File: src/rtl/mips_fetch_unit_if.sv
// Fetch-unit bus: IMEM request/response, decode handshake and execute redirect controls.
//   master : the fetch unit (drives request, held instruction, PCs and fault code)
//   slave  : the environment (IMEM, decode consumer and execute redirect feedback)
interface mips_fetch_unit_if #(
    parameter int unsigned ADDR_WIDTH = 32
);
    logic                  imem_req_out;
    logic [ADDR_WIDTH-1:0] imem_addr_out;
    logic                  imem_ack_in;
    logic [31:0]           imem_rdata_in;
    logic                  instr_valid_out;
    logic                  instr_ready_in;
    logic [31:0]           instr_out;
    logic [ADDR_WIDTH-1:0] pc_out;
    logic [ADDR_WIDTH-1:0] pc4_out;
    logic                  branch_in;
    logic                  bne_in;
    logic                  zero_in;
    logic                  jump_in;
    logic                  jr_in;
    logic [31:0]           imm_ext_in;
    logic [ADDR_WIDTH-1:0] jr_addr_in;
    logic [1:0]            fault_out;

    modport master (
        output imem_req_out, imem_addr_out, instr_valid_out, instr_out, pc_out, pc4_out,
               fault_out,
        input  imem_ack_in, imem_rdata_in, instr_ready_in, branch_in, bne_in, zero_in,
               jump_in, jr_in, imm_ext_in, jr_addr_in
    );

    modport slave (
        input  imem_req_out, imem_addr_out, instr_valid_out, instr_out, pc_out, pc4_out,
               fault_out,
        output imem_ack_in, imem_rdata_in, instr_ready_in, branch_in, bne_in, zero_in,
               jump_in, jr_in, imm_ext_in, jr_addr_in
    );
endinterface

File: src/rtl/mips_fetch_unit.sv
// Handshaked instruction-fetch and next-PC sequencer for the MIPS core.
// Fetches from IMEM at the current PC, holds the word for decode until accepted, then
// computes the next PC from the execute redirect controls (jr > jump > branch > PC+4).
// Ports:
//   clk   : rising-edge clock
//   reset : asynchronous active-high reset, returns to IDLE with PC = RESET_PC
//   bus   : mips_fetch_unit_if.master (IMEM request/response, decode handshake,
//           redirect controls, fault code 00 none / 01 IMEM timeout / 10 misaligned jr)
module mips_fetch_unit #(
    parameter int unsigned ADDR_WIDTH  = 32,
    parameter int unsigned RESET_PC    = 0,
    parameter bit          BRANCH_BASE = 1'b0,
    parameter int unsigned TIMEOUT     = 0
) (
    input  logic              clk,
    input  logic              reset,
    mips_fetch_unit_if.master bus
);
    localparam logic [ADDR_WIDTH-1:0] ResetPc    = ADDR_WIDTH'(RESET_PC);
    localparam logic [15:0]           TimeoutMax = 16'(TIMEOUT);

    typedef enum logic [1:0] {StIdle, StFetch, StHold, StFault} stateT;

    stateT                 stateQ;
    logic [ADDR_WIDTH-1:0] pcQ;
    logic [31:0]           instrQ;
    logic [15:0]           waitCntQ;
    logic [1:0]            faultQ;
    logic                  reqQ;
    logic                  validQ;

    logic [ADDR_WIDTH-1:0] pc4;
    logic [ADDR_WIDTH-1:0] nextPc;
    logic [31:0]           pc4Ext;
    logic [31:0]           jumpAddr;
    logic [31:0]           immShift;
    logic [ADDR_WIDTH-1:0] branchBase;
    logic                  taken;
    logic                  jrMisaligned;
    logic [15:0]           waitCntInc;
    logic [1:0]            unusedImmTop;

    assign pc4          = pcQ + ADDR_WIDTH'(4);
    assign waitCntInc   = waitCntQ + 16'd1;
    assign unusedImmTop = bus.imm_ext_in[31:30];

    // Only meaningful on the accept cycle; the FSM ignores it everywhere else.
    always_comb begin
        pc4Ext       = 32'(pc4);
        // Zero-extending to 32 bits keeps the region-bit slice legal for ADDR_WIDTH = 28.
        jumpAddr     = {pc4Ext[31:28], instrQ[25:0], 2'b00};
        immShift     = {bus.imm_ext_in[29:0], 2'b00};
        branchBase   = BRANCH_BASE ? pc4 : pcQ;
        taken        = (bus.branch_in & bus.zero_in) | (bus.bne_in & ~bus.zero_in);
        jrMisaligned = bus.jr_in & (bus.jr_addr_in[1:0] != 2'b00);
        nextPc       = pc4;
        if (bus.jr_in) begin
            nextPc = bus.jr_addr_in;
        end else if (bus.jump_in) begin
            nextPc = jumpAddr[ADDR_WIDTH-1:0];
        end else if (taken) begin
            nextPc = branchBase + immShift[ADDR_WIDTH-1:0];
        end
    end

    always_ff @(posedge clk or posedge reset) begin
        if (reset) begin
            stateQ   <= StIdle;
            pcQ      <= ResetPc;
            instrQ   <= '0;
            waitCntQ <= '0;
            faultQ   <= 2'b00;
            reqQ     <= 1'b0;
            validQ   <= 1'b0;
        end else begin
            unique case (stateQ)
                StIdle: begin
                    stateQ <= StFetch;
                    reqQ   <= 1'b1;
                end
                StFetch: begin
                    if (bus.imem_ack_in) begin
                        instrQ <= bus.imem_rdata_in;
                        stateQ <= StHold;
                        reqQ   <= 1'b0;
                        validQ <= 1'b1;
                    end else begin
                        waitCntQ <= waitCntInc;
                        if (TIMEOUT != 0 && waitCntInc == TimeoutMax) begin
                            stateQ <= StFault;
                            faultQ <= 2'b01;
                            reqQ   <= 1'b0;
                        end
                    end
                end
                StHold: begin
                    if (bus.instr_ready_in) begin
                        validQ <= 1'b0;
                        if (jrMisaligned) begin
                            // PC deliberately left at the faulting instruction.
                            stateQ <= StFault;
                            faultQ <= 2'b10;
                        end else begin
                            pcQ      <= nextPc;
                            waitCntQ <= '0;
                            stateQ   <= StFetch;
                            reqQ     <= 1'b1;
                        end
                    end
                end
                StFault: begin
                    // Sticky until reset.
                end
            endcase
        end
    end

    assign bus.imem_req_out    = reqQ;
    assign bus.imem_addr_out   = pcQ;
    assign bus.instr_valid_out = validQ;
    assign bus.instr_out       = instrQ;
    assign bus.pc_out          = pcQ;
    assign bus.pc4_out         = pc4;
    assign bus.fault_out       = faultQ;
endmodule
File: src/flat_wrapper.sv
// flat-port wrapper written by rule: the top's interface ports become plain ports
module mips_fetch_unit_flat 
#(
    parameter int unsigned ADDR_WIDTH  = 32,
    parameter int unsigned RESET_PC    = 0,
    parameter bit          BRANCH_BASE = 1'b0,
    parameter int unsigned TIMEOUT     = 0
)
  (clk, reset, bus_imem_req_out, bus_imem_addr_out, bus_instr_valid_out, bus_instr_out, bus_pc_out, bus_pc4_out, bus_fault_out, bus_imem_ack_in, bus_imem_rdata_in, bus_instr_ready_in, bus_branch_in, bus_bne_in, bus_zero_in, bus_jump_in, bus_jr_in, bus_imm_ext_in, bus_jr_addr_in);
  mips_fetch_unit_if #(.ADDR_WIDTH(ADDR_WIDTH)) bus_i ();
  input  logic clk;
  input  logic reset;
  output wire logic [$bits(bus_i.imem_req_out)-1:0] bus_imem_req_out;
  output wire logic [$bits(bus_i.imem_addr_out)-1:0] bus_imem_addr_out;
  output wire logic [$bits(bus_i.instr_valid_out)-1:0] bus_instr_valid_out;
  output wire logic [$bits(bus_i.instr_out)-1:0] bus_instr_out;
  output wire logic [$bits(bus_i.pc_out)-1:0] bus_pc_out;
  output wire logic [$bits(bus_i.pc4_out)-1:0] bus_pc4_out;
  output wire logic [$bits(bus_i.fault_out)-1:0] bus_fault_out;
  input wire logic [$bits(bus_i.imem_ack_in)-1:0] bus_imem_ack_in;
  input wire logic [$bits(bus_i.imem_rdata_in)-1:0] bus_imem_rdata_in;
  input wire logic [$bits(bus_i.instr_ready_in)-1:0] bus_instr_ready_in;
  input wire logic [$bits(bus_i.branch_in)-1:0] bus_branch_in;
  input wire logic [$bits(bus_i.bne_in)-1:0] bus_bne_in;
  input wire logic [$bits(bus_i.zero_in)-1:0] bus_zero_in;
  input wire logic [$bits(bus_i.jump_in)-1:0] bus_jump_in;
  input wire logic [$bits(bus_i.jr_in)-1:0] bus_jr_in;
  input wire logic [$bits(bus_i.imm_ext_in)-1:0] bus_imm_ext_in;
  input wire logic [$bits(bus_i.jr_addr_in)-1:0] bus_jr_addr_in;
  assign bus_imem_req_out = bus_i.imem_req_out;
  assign bus_imem_addr_out = bus_i.imem_addr_out;
  assign bus_instr_valid_out = bus_i.instr_valid_out;
  assign bus_instr_out = bus_i.instr_out;
  assign bus_pc_out = bus_i.pc_out;
  assign bus_pc4_out = bus_i.pc4_out;
  assign bus_fault_out = bus_i.fault_out;
  assign bus_i.imem_ack_in = bus_imem_ack_in;
  assign bus_i.imem_rdata_in = bus_imem_rdata_in;
  assign bus_i.instr_ready_in = bus_instr_ready_in;
  assign bus_i.branch_in = bus_branch_in;
  assign bus_i.bne_in = bus_bne_in;
  assign bus_i.zero_in = bus_zero_in;
  assign bus_i.jump_in = bus_jump_in;
  assign bus_i.jr_in = bus_jr_in;
  assign bus_i.imm_ext_in = bus_imm_ext_in;
  assign bus_i.jr_addr_in = bus_jr_addr_in;
  mips_fetch_unit #(.ADDR_WIDTH(ADDR_WIDTH), .RESET_PC(RESET_PC), .BRANCH_BASE(BRANCH_BASE), .TIMEOUT(TIMEOUT)) u_core (.clk(clk), .reset(reset), .bus(bus_i));
endmodule
File: config.mk
export PLATFORM = sky130hd
export DESIGN_NAME = mips_fetch_unit_flat
export DESIGN_NICKNAME = d
export VERILOG_FILES = /design/src/rtl/mips_fetch_unit_if.sv /design/src/rtl/mips_fetch_unit.sv /design/src/flat_wrapper.sv
export SDC_FILE = /design/constraint.sdc
export NUM_CORES = 1
export LEC_CHECK = 0
export BUFFER_PORTS_ARGS = -buffer_cell sky130_fd_sc_hd__buf_2
export CAP_MARGIN = 30
export CORE_MARGIN = 1.5
export CORE_UTILIZATION = 30
export DETAILED_ROUTE_END_ITERATION = 7
export HOLD_SLACK_MARGIN = 0.08
export PLACE_DENSITY = 0.54
export SKIP_LAST_GASP = 1
export SLEW_MARGIN = 0
export SYNTH_ARGS = -nofsm -noshare
export SYNTH_HDL_FRONTEND = slang
export SYNTH_SLANG_ARGS = --single-unit
File: constraint.sdc
create_clock -name clk -period 6.9 [get_ports clk]
set_input_delay 1.38 -clock clk [delete_from_list [all_inputs] [get_ports clk]]
set_output_delay 1.38 -clock clk [all_outputs]
set_load 0.02 [all_outputs]
# Word level (Yosys, flattened, before mapping)
# Index checks and enable logic that the tools add are counted.
[totals] ff_bits=69 latch_bits=0 mem_bits_rw=0 romBits=0 in_bits=105 output_inout_bits=132 word_cells=43 mem_count=0
[op_classes] n_addsub=2 mul=0 div_mod_pow=0 n_lt_le_gt_ge=0 eq_ne=5 shifts=0 n_mux=14 bitwise=6 reduce_logical=10
[ops] cell="$mux 32" n=3
[ops] cell="$add 32x3->32 const B" n=1
[ops] cell="$add 32x32->32" n=1
[ops] cell="$reduce_and 3->1" n=4
[ops] cell="$mux 2" n=3
[ops] cell="$ne 2x2->1 const B" n=3
[ops] cell="$pmux 2 s3" n=1
[ops] cell="$mux 1" n=5
[ops] cell="$reduce_and 4->1" n=1
[ops] cell="$reduce_bool 2->1" n=2
[ops] cell="$and 1x1->1" n=3
[ops] cell="$pmux 1 s3" n=1
[ops] cell="$reduce_bool 3->1" n=1
[ops] cell="$eq 2x1->1 const B" n=1
[ops] cell="$eq 2x2->1 const B" n=1
[ops] cell="$logic_not 2->1" n=1
[ops] cell="$not 1->1" n=2
[ops] cell="$pmux 1 s2" n=1
[ops] cell="$reduce_and 2->1" n=1
[ops] cell="$or 1x1->1" n=1

# Longest topological paths before layout
# Gate-level depths: netlist of the first run.
[depth] word_depth=6 mapped_depth=10 mapped_depth_nobuf=10

# Least setup slack after synthesis of the first run
# No wires, ideal clock.
[synth_timing] kind="input -> register" startpoint="in bus_imm_ext_in[0]" endpoint="reg u_core.pcQ[28] (netlist: u_core.bus.imem_addr_out[28])" setup_ps=82 arrival_time_ps=3288 required_ps=6818 path_slack_ps=3530 cell_stages=10 n_path_buf=0 cell_sequence="ha_1 -> fa_1 -> a211oi_2 -> nor4b_4 -> o21ai_2 -> o311ai_2 -> a31oi_1 -> xnor2_1 -> nand2_1 -> a31oi_1"
[synth_via] elab_chain_cells=4
[synth_rtl] item="start: declaration" line_no="flat_wrapper.sv:28" text="input wire logic [$bits(bus_i.imm_ext_in)-1:0] bus_imm_ext_in;"
[synth_rtl] item="$add 32x32->32" line_no="mips_fetch_unit.sv:62" text="nextPc = branchBase + immShift[ADDR_WIDTH-1:0];"
[synth_rtl] item="$mux 32" line_no="mips_fetch_unit.sv:61" text="end else if (taken) begin"
[synth_rtl] item="$mux 32" line_no="mips_fetch_unit.sv:59" text="end else if (bus.jump_in) begin"
[synth_rtl] item="$mux 32" line_no="mips_fetch_unit.sv:57" text="if (bus.jr_in) begin"
[synth_rtl] item="end signal: assignment" line_no="mips_fetch_unit.sv:69" text="pcQ <= ResetPc;"
[synth_rtl] item="end signal: assignment" line_no="mips_fetch_unit.sv:104" text="pcQ <= nextPc;"
[synth_rtl] item="end: declaration" line_no="mips_fetch_unit.sv:25" text="logic [ADDR_WIDTH-1:0] pcQ;"
# Every way passes these cells.
# A chain may end at the register's enable or synchronous reset.

# Worst setup path in the final report of the first run
[layout_timing] startpoint="reg u_core.pcQ[12] (netlist: u_core.bus.imem_addr_out[12])" endpoint="out bus_pc4_out[21]"
[layout_via] elab_chain_cells=1
[layout_rtl] item="$add 32x3->32" line_no="mips_fetch_unit.sv:43" text="assign pc4 = pcQ + ADDR_WIDTH'(4);"
[layout_rtl] item="end: declaration" line_no="flat_wrapper.sv:18" text="output wire logic [$bits(bus_i.pc4_out)-1:0] bus_pc4_out;"
# Every way passes these cells.

==> results of run 1 <==
[final cells by class]
type,count,area [um2]
multi-input cells,576,3830
diodes,4,10.01
inverters,21,80.08
flip-flops and latches,69,1727
clock buffers,10,239.0
clock inverters,6,110.1
fillers,2055,12050
repair buffers,239,1211
well taps,265,331.6
[report_power, final]
part           switching [mW]  internal, mW  total (mW)
registers               0.324         0.596       0.920
logic                    1.46         0.852        2.31
clock network           0.184         0.362       0.546
total                    1.97          1.81        3.78
[cells by family (layout without fill, tap and decap cells)]
logic type | count (synthesis) | count (layout) | synth area share (%)
muxes | 41 | 41 | 7.539
other | 1 | 5 | 0.06225
DFF | 69 | 69 | 28.66
xor gates and xnor gates | 44 | 44 | 6.521
and+or+nand+nor | 234 | 234 | 19.02
buffers and inverters | 89 | 276 | 7.767
adders and majority gates | 35 | 35 | 7.394
AOI/OAI and AO/OA | 221 | 221 | 23.03
[worst paths after layout]
| check | from | endpoint | slack, ps | cells after the start |
|---|---|---|---|---|
| max in group asynchronous | reset | u_core.bus.imem_addr_out[13] | 4960 | 3 |
| min in group asynchronous | reset | u_core.bus.instr_out[15] | 1330 | 3 |
| min reg2reg | u_core.bus.fault_out[1] | u_core.bus.fault_out[1] | 450 | 1 |
| max | u_core.bus.imem_addr_out[12] | bus_pc4_out[21] | 2920 | 7 |
| max reg2reg | u_core.bus.imem_addr_out[2] | u_core.bus.imem_addr_out[28] | 3930 | 10 |
| min | u_core.bus.fault_out[1] | u_core.bus.fault_out[1] | 450 | 1 |
[layer usage]
metal	share of wire (%)	GRT usage, %	vias to the layer above
met3	6.2	3.554	25
met4	1.9	6.539	0
met5	0	0	-
li1	-	-	3019
met2	46	32.86	204
met1	46	29.75	2951
[cell usage after synthesis, drive strengths merged (6+ instances only)]
cell	n	share of area (%)
a31oi	16	1.7
a221o	6	1.0
a22oi	9	1.1
o22ai	6	0.62
mux2i	6	1.0
a21oi	60	5.0
inv	20	1.2
nand2b	6	0.62
nor2b	6	0.62
ha	34	7.1
xor2	19	2.9
o21ai	64	5.4
xnor2	25	3.6
and3	13	1.4
nor2	58	3.8
a21o	7	0.87
nor3	14	1.2
mux2	35	6.5
dfrtp	69	29
clkbuf	27	1.7
nand3	30	2.6
nand4	15	1.9
buf	41	4.8
nand2	77	4.8
a211oi	6	0.83
o211ai	7	0.87
[per-stage QoR]
| step | instance area (um2) | power (mW) |
|---|---|---|
| floorplan | 6025 | 2.511 |
| global route | 7533 | 4.055 |
| finish | 7538 | 3.776 |
| detailed placement | 7179 | 3.221 |
| global placement | 7179 | 3.224 |
| CTS | 7528 | 3.783 |
[sequential cells by signal, summed over array words and instances (netlist names)]
signal,flops
u_core.bus.imem_addr_out,32
u_core.stateQ,2
u_core.bus.imem_req_out,1
u_core.bus.instr_valid_out,1
u_core.bus.instr_out,32
u_core.bus.fault_out,1
[cells in the final DEF, fill, tap and decap left out, drive strengths merged, types with 7 or more instances in the layout]
cell / instances
a21oi: 60
mux2: 35
buf: 239
nand3: 30
clkbuf: 10
xor2: 19
nor2: 58
a22oi: 9
nand4: 15
inv: 19
nand2: 77
and3: 13
xnor2: 25
o21ai: 64
o211ai: 7
nor3: 14
a31oi: 16
a21o: 7
dfrtp: 69
ha: 34
==> impl_metrics.csv, run 1 <==
group,metric,value,unit
global_routing,grt_start_max_net_pins,70,
timing,min_period,3975,ps
detailed_routing,drt_first_iter_violations,423,
final_layout,nets,1056,
final_layout,utilization,38.48,%
power_and_ir_drop,ir_drop,0.0001743,V
synth,yosysSeqAreaShare,28.66,%
synth,ys_warn_count,0,
floorplan,die_w,144.7,um
power_and_ir_drop,p_leak,3.565,nW
global_routing,grt_pass1_wl,33180,um
global_routing,antenna_found_initial,3,
status,status,"finished clean",
final_layout,area_growth,25.13,%
place,place.gp.congestion,0.9129,
synth,synth.distinct_cells,68,
global_routing,grt_pass1_vias,5680,
floorplan,initial_core_util,30.75,%
clock_tree,path_clk_slew,60,ps
clock_tree,cts_tree,"built",
clock_tree,root_buffer,"clkbuf_16",
final_layout,final_cells,1190,
setup_path,crit_buf_inv,1,
floorplan,die_height,144.7,um
synth,syn_inst,734,
synth,ys_dominant_reg_cell,"dfrtp_1",
timing,hold_ws,453.3,ps
floorplan,core,19590,um2
detailed_routing,routed_wl,22370,um
setup_path,cpMaxStageDelayCell,"dfrtp_1",
setup_path,critPathArrivalTime,2600,ps
detailed_routing,drcViolationCount,0,
synth,syn_avg_cell_area,8.208,um2
setup_path,critical_path_required,5520,ps
timing,final.setup.tns,0,ps
global_routing,overflow,0,
detailed_routing,first_pass_iters,6,
detailed_routing,viasPerCell,5.209,
floorplan,io_pins,237,
detailed_routing,wl_per_cell,18.80,um
floorplan,dieArea,20940,um2
setup_path,startpoint_type,"register",
timing,fin_crit_sh,57.61,%
global_routing,grtUsageTotal,21.09,%
clock_tree,cts_max_level,3,
clock_tree,cts_resized,0,
timing,setup_viol,0,
timing,fin_ws,2925,ps
setup_path,path_cells,"nand3_1, nor2_1, nand4_2, nor2_2, and3_1, xor2_1, buf_2",
setup_path,cp_max_fo,8,
place,port_buffers,233,
final_layout,drive_above_1_share,33.66,%
clock_tree,clkLatencyLatePin,340,ps
clock_tree,cts_buffers,9,
hold_path,hold_class,"reg2reg",
timing,worstMarginPinSlew,942.7,ps
setup_path,cp-end-kind,"output pin",
place,placed_cells,1170,
synth,synth-async-reset-ratio,100.0,%
detailed_routing,route.vias.total,6199,
timing,report.final.slew_viol_count,0,
place,dp_slack,2591,ps
synth,synthesis.area,6025,um2
timing,max_freq,251.6,MHz
timing,skew,6.058,ps
synth,ys_ff_latch,69,
timing,finalHoldViolCount,0,
power_and_ir_drop,power.density,500.9,nW/um2
setup_path,path_delay_family,"simple AND/OR/NAND/NOR gates",
setup_path,critPathMaxStageDelay,570,ps
synth,synth-edff-count,0,
clock_tree,cts_buffer_depth,2,
synth,syn-num-nets,874,
detailed_routing,ant_nets,0,
flow_run,drv_cap,0,
clock_tree,cts_setup_buffers,0,
floorplan,row_count,51,
timing,relSlewSlack,37.15,%
clock_tree,cts_hold_buffers,0,
place,dpl.hpwl,17180,um
clock_tree,clock_sinks,69,
timing,rsz0062_at_grt,"false",
setup_path,path_class,"reg2out",
No activity file was read; power rests on OpenSTA's default activity.
==> run 2: changes to the inputs <==
Settings changed: ABC_AREA set to 1.
Clock period 6.9 ns to 3.5 ns, I/O delays scaled along.
==> impl_metrics.csv, run 2 <==
group,metric,value,unit
setup_path,cp-end-kind,"output pin",
setup_path,timing.critical_path.mode_cell,"inv_2",
clock_tree,clock_sinks,69,
clock_tree,cts_buffer_depth,2,
setup_path,cpMaxStageDelayCell,"dfrtp_1",
synth,syn_avg_cell_area,6.135,um2
place,dpl.hpwl,21420,um
detailed_routing,routed_wl,26250,um
clock_tree,cts_setup_buffers,0,
final_layout,diodes,0,
clock_tree,cts_tree,"built",
timing,skew,8.386,ps
final_layout,utilization,38.00,%
timing,report.final.slew_viol_count,0,
synth,synth_area_leader_cell,"dfrtp_1",
final_layout,drive_above_1_share,23.17,%
global_routing,grt_pass1_vias,7436,
timing,finalHoldViolCount,0,
detailed_routing,drcViolationCount,0,
synth,synth-async-reset-ratio,100.0,%
synth,ys_dominant_reg_cell,"dfrtp_1",
floorplan,dieArea,24280,um2
setup_path,critical_path_required,2800,ps
synth,ys_ff_latch,69,
clock_tree,clkLatencyLatePin,330,ps
global_routing,grt_pass1_wl,40700,um
place,place.gp.congestion,0.9161,
timing,fin_crit_sh,85.35,%
synth,synthesis.area,7007,um2
timing,max_freq,334.8,MHz
place,postPlaceCellArea,8308,um2
synth,ys_warn_count,0,
setup_path,crit_buf_inv,4,
clock_tree,root_buffer,"clkbuf_16",
timing,fin_ws,512.9,ps
global_routing,antenna_found_initial,2,
global_routing,grt_start_max_net_pins,42,
power_and_ir_drop,p_leak,4.921,nW
final_layout,layout_common_cells,"nand2_1, buf_2, inv_1, nor2_1",
floorplan,die_height,155.8,um
status,status,"finished clean",
final_layout,final_common_cell,"nand2_1",
synth,syn_inst,1142,
final_layout,nFillCells,2502,
floorplan,row_count,55,
clock_tree,cts_hold_buffers,0,
detailed_routing,ant_nets,0,
timing,final.setup.tns,0,ps
synth,synth_common_cells,"nand2_1, inv_1, nor2_1, dfrtp_1, nand3_1",
clock_tree,cts_max_level,3,
synth,synth.distinct_cells,44,
clock_tree,path_clk_slew,60,ps
clock_tree,cts_buffers,9,
synth,post_synth_main_area_contributors,"dfrtp_1, nand2_1, inv_1",
power_and_ir_drop,power.density,928.3,nW/um2
timing,worstMarginPinSlew,817.9,ps
detailed_routing,route.vias.total,7769,
setup_path,startpoint_type,"register",
final_layout,nets,1474,
final_layout,area_growth,23.52,%
detailed_routing,drt_first_iter_violations,462,
setup_path,path_cells,"ha_1, nand3_4, inv_2, nand2_4, inv_2, nand3_1, xor2_1, inv_1, buf_2",
setup_path,critPathMaxStageDelay,610,ps
flow_run,drv_cap,0,
synth,synth-edff-count,0,
synth,syn-num-nets,1282,
final_layout,finalInstanceArea,8655,um2
hold_path,hold_class,"reg2reg",
floorplan,initial_core_util,30.76,%
timing,relSlewSlack,45.41,%
floorplan,die_w,155.8,um
clock_tree,cts_resized,0,
setup_path,path_delay_family,"flip-flops",
detailed_routing,viasPerCell,4.706,
timing,setup_viol,0,
detailed_routing,first_pass_iters,5,
floorplan,io_pins,237,
setup_path,path_class,"reg2out",
floorplan,core,22780,um2
power_and_ir_drop,ir_drop,0.0004798,V
setup_path,critPathArrivalTime,2290,ps
timing,rsz0062_at_grt,"false",
detailed_routing,wl_per_cell,15.90,um
global_routing,overflow,0,
timing,min_period,2987,ps
synth,yosysSeqAreaShare,24.64,%
place,dp_slack,725.8,ps
setup_path,cp_max_fo,9,
synth,yosysMostFrequentCell,"nand2_1",
global_routing,grtUsageTotal,21.81,%
synth,synth_top_area_share,24.64,%
place,port_buffers,233,
[run 2: cell count changes after synthesis, sizes merged, moves of 16 or more]
cell | previous run | this run
nand3 | 30 | 71
o21ai | 64 | 38
xnor2 | 25 | 1
nand2 | 77 | 415
inv | 20 | 163
nor2 | 58 | 126
a31oi | 16 | 0
[run 2: layout make-up]
| type | count | area (um2) | share of cell area, % |
|---|---|---|---|
| Multi-Input combinational cell | 849 | 4303 | 49.72 |
| Sequential cell | 69 | 1727 | 19.95 |
| Timing Repair Buffer | 241 | 1271 | 14.69 |
| Inverter | 164 | 615.6 | 7.113 |
| Tap cell | 313 | 391.6 | 4.525 |
| Clock buffer | 10 | 239.0 | 2.761 |
| Clock inverter | 5 | 107.6 | 1.243 |
[run 2: power breakdown]
part	total [mW]	internal [mW]	switching [mW]
logic	5.08	1.72	3.37
registers	1.88	1.18	0.699
clock network	1.07	0.716	0.356
total	8.03	3.61	4.42
[run 2: kinds of logic (layout without fill, tap and decap cells)]
logic type               after synthesis  in the layout  share of synthesized area (%)
other                                  1              1                        0.05352
adder cells (fa/ha/maj)               35             35                          6.357
XOR/XNOR                              18             18                          2.250
flip-flops                            69             69                          24.64
AO/OA/AOI/OAI                        109            109                          8.571
buffers and inverters                224            420                          13.95
multiplexers                          32             32                          5.125
AND/OR/NAND/NOR                      654            654                          39.05
[run 2: per-stage QoR]
step           hold slack, ps  cells  power, mW
2_1_floorplan           567.2   1142      5.315
3_3_place_gp            464.4   1635      6.891
3_5_place_dp            464.6   1636      6.931
4_1_cts                 484.9   1651      8.038
5_1_grt                 509.5   1651      8.717
6_report                478.4   1651      8.034
[run 2: final timing paths]
check                                            startpoint                            to  slack, ps  depth (start not counted)
min in group asynchronous                             reset      u_core.bus.instr_out[26]        520                          2
worst min register to register      u_core.bus.fault_out[1]       u_core.bus.fault_out[1]        480                          1
worst min-delay path                u_core.bus.fault_out[1]       u_core.bus.fault_out[1]        480                          1
max in group asynchronous                             reset   u_core.bus.imem_addr_out[4]       2310                          3
worst max-delay path            u_core.bus.imem_addr_out[2]               bus_pc4_out[12]        510                          9
worst max register to register             u_core.stateQ[0]  u_core.bus.imem_addr_out[26]        900                          9
[run 2: layer usage]
metal  wire length (um)  GRT usage [%]
met1              12180          29.39
met5                 29              0
met4                643          7.347
met2              11830          35.22
met3               1570          3.694
[run 2: worst register-to-register path, stage by stage (launching register included)]
cell	delay [ps]
dfrtp_1	430
inv_1	110
ha_1	220
nand2_1	120
nor2_2	610
inv_1	350
buf_12	260
nor3_1	300
nand2_1	90
nand2_1	60
==> run 3: changes to the inputs <==
Settings changed: CORE_MARGIN 1.5 to 2, CTS_CLUSTER_DIAMETER set to 40, PLACE_DENSITY 0.54 to not set.
==> impl_metrics.csv, run 3 (same netlist as run 2, synthesis figures left out) <==
group,metric,value,unit
status,status,"finished clean",
detailed_routing,routed_wl,26410,um
setup_path,startpoint_type,"register",
timing,fin_ws,483.0,ps
clock_tree,cts_setup_buffers,0,
floorplan,io_pins,237,
clock_tree,clock_sinks,69,
final_layout,nets,1477,
timing,report.final.slew_viol_count,0,
detailed_routing,wl_per_cell,15.98,um
hold_path,hold_path_startpoint,"u_core.bus.fault_out[1]",
setup_path,critPathMaxStageDelay,620,ps
floorplan,initial_core_util,30.76,%
clock_tree,cts_hold_buffers,0,
power_and_ir_drop,power_frac_seq,23.6,%
setup_path,cp-end-kind,"output pin",
floorplan,core,22780,um2
power_and_ir_drop,p_total,7.891,mW
detailed_routing,ant_nets,0,
clock_tree,cts_max_level,3,
timing,finalHoldViolCount,0,
clock_tree,cts_resized,0,
place,place.gp.congestion,0.9568,
clock_tree,clkLatencyLatePin,340,ps
global_routing,grtUsageTotal,21.33,%
final_layout,area_growth,22.54,%
setup_path,worst-r2r-cell-count,11,
timing,worstMarginPinSlew,842.6,ps
detailed_routing,viasPerCell,4.699,
detailed_routing,route.vias.total,7768,
floorplan,dieArea,24590,um2
place,dpl.hpwl,21790,um
global_routing,antenna_found_initial,1,
power_and_ir_drop,p_int,3.495,mW
timing,setup_viol,0,
timing,final.setup.tns,0,ps
timing,fin_crit_sh,86.20,%
hold_path,whs_path_depth,1,
floorplan,row_count,55,
timing,skew,9.228,ps
setup_path,critPathArrivalTime,2320,ps
setup_path,rr_startpoint,"u_core.bus.imem_addr_out[2]",
flow_run,drv_cap,0,
power_and_ir_drop,power.density,919.1,nW/um2
clock_tree,root_buffer,"clkbuf_16",
clock_tree,path_clk_slew,60,ps
setup_path,crit_buf_inv,4,
global_routing,grt_pass1_vias,7289,
setup_path,critical_path_required,2800,ps
power_and_ir_drop,power_frac_comb,64.5,%
place,port_buffers,233,
timing,min_period,3017,ps
setup_path,r2r-end,"u_core.bus.imem_addr_out[10]",
global_routing,grt_start_max_net_pins,35,
power_and_ir_drop,p_sw_share,55.71,%
floorplan,die_w,156.8,um
timing,max_freq,331.5,MHz
setup_path,path_cells,"ha_1, nand3_4, inv_2, nand2_4, inv_2, nand3_1, xor2_1, inv_1, buf_2",
global_routing,overflow,0,
final_layout,layout_common_cells,"nand2_1, buf_2, inv_1, nor2_1",
power_and_ir_drop,clockPowerShare,12.0,%
setup_path,r2r_setup_slack,910,ps
hold_path,hold_class,"reg2reg",
setup_path,cp_max_fo,9,
detailed_routing,drt_first_iter_violations,371,
timing,hold_ws,470.4,ps
hold_path,hold_end,"u_core.bus.fault_out[1]",
setup_path,path_class,"reg2out",
clock_tree,cts_buffer_depth,2,
power_and_ir_drop,p_leak,4.895,nW
setup_path,cpMaxStageDelayCell,"dfrtp_1",
detailed_routing,drcViolationCount,0,
clock_tree,cts_tree,"built",
final_layout,diodes,0,
final_layout,utilization,37.69,%
timing,rsz0062_at_grt,"false",
final_layout,final_common_cell,"nand2_1",
floorplan,die_height,156.8,um
place,dp_slack,739.3,ps
final_layout,drive_above_1_share,23.21,%
global_routing,grt_pass1_wl,40140,um
timing,relSlewSlack,43.77,%
power_and_ir_drop,net-switching-power,4.396,mW
power_and_ir_drop,ir_drop,0.0005213,V
setup_path,timing.critical_path.mode_cell,"inv_2",
clock_tree,cts_buffers,9,
setup_path,path_delay_family,"flip-flops",
detailed_routing,first_pass_iters,7,
run 3: stage by stage:
stage                     cell area [um2]  instances
after floorplan                      7007       1142
after global placement               8285       1639
after detailed placement             8285       1639
after CTS                            8586       1653
after global routing                 8586       1653
final                                8586       1653
run 3: cell type report:
| cell class | instances | area [um2] |
|---|---|---|
| sequential | 69 | 1727 |
| clock inverter | 1 | 30.03 |
| timing repair buffer | 244 | 1249 |
| multi-input combinational | 849 | 4303 |
| tap | 313 | 391.6 |
| clock buffer | 13 | 270.3 |
| inverter | 164 | 615.6 |
| fill | 2553 | 14190 |
run 3: metal layers:
metal  vias up  wire [um]  global-route usage, %
li1       3936          -                      -
met1      3518      12000                  28.77
met2       280      11750                  34.29
met3        32       1953                  4.292
met4         2        692                  6.466
met5         -         13                      0
run 3: power by group through the flow:
stage	sequential [mW]	combinational [mW]	clock, mW
2_1_floorplan	2.07	3.25	0
3_3_place_gp	1.86	5.03	0
3_5_place_dp	1.86	5.06	0
4_1_cts	1.85	5.09	0.966
5_1_grt	1.93	5.62	0.993
6_report	1.86	5.09	0.944
run 3: how the worst max path moves through the flow:
stage | from | end | cells past startpoint
floorplan | reset | u_core.bus.fault_out[1] | 1
global placement | bus_imm_ext_in[0] | u_core.bus.imem_addr_out[10] | 12
detailed placement | bus_imm_ext_in[0] | u_core.bus.imem_addr_out[10] | 12
CTS | u_core.bus.imem_addr_out[2] | bus_pc4_out[12] | 9
global route | u_core.bus.imem_addr_out[2] | bus_pc4_out[12] | 9
finish | u_core.bus.imem_addr_out[2] | bus_pc4_out[12] | 9
run 3: worst register-to-register path, delay by kind of cell (launching register included):
family,cells,cell delay (ps)
adders and majority gates,2,780
and+or+nand+nor,6,650
DFF,1,540
AOI/OAI and AO/OA,2,330
xor gates and xnor gates,1,170
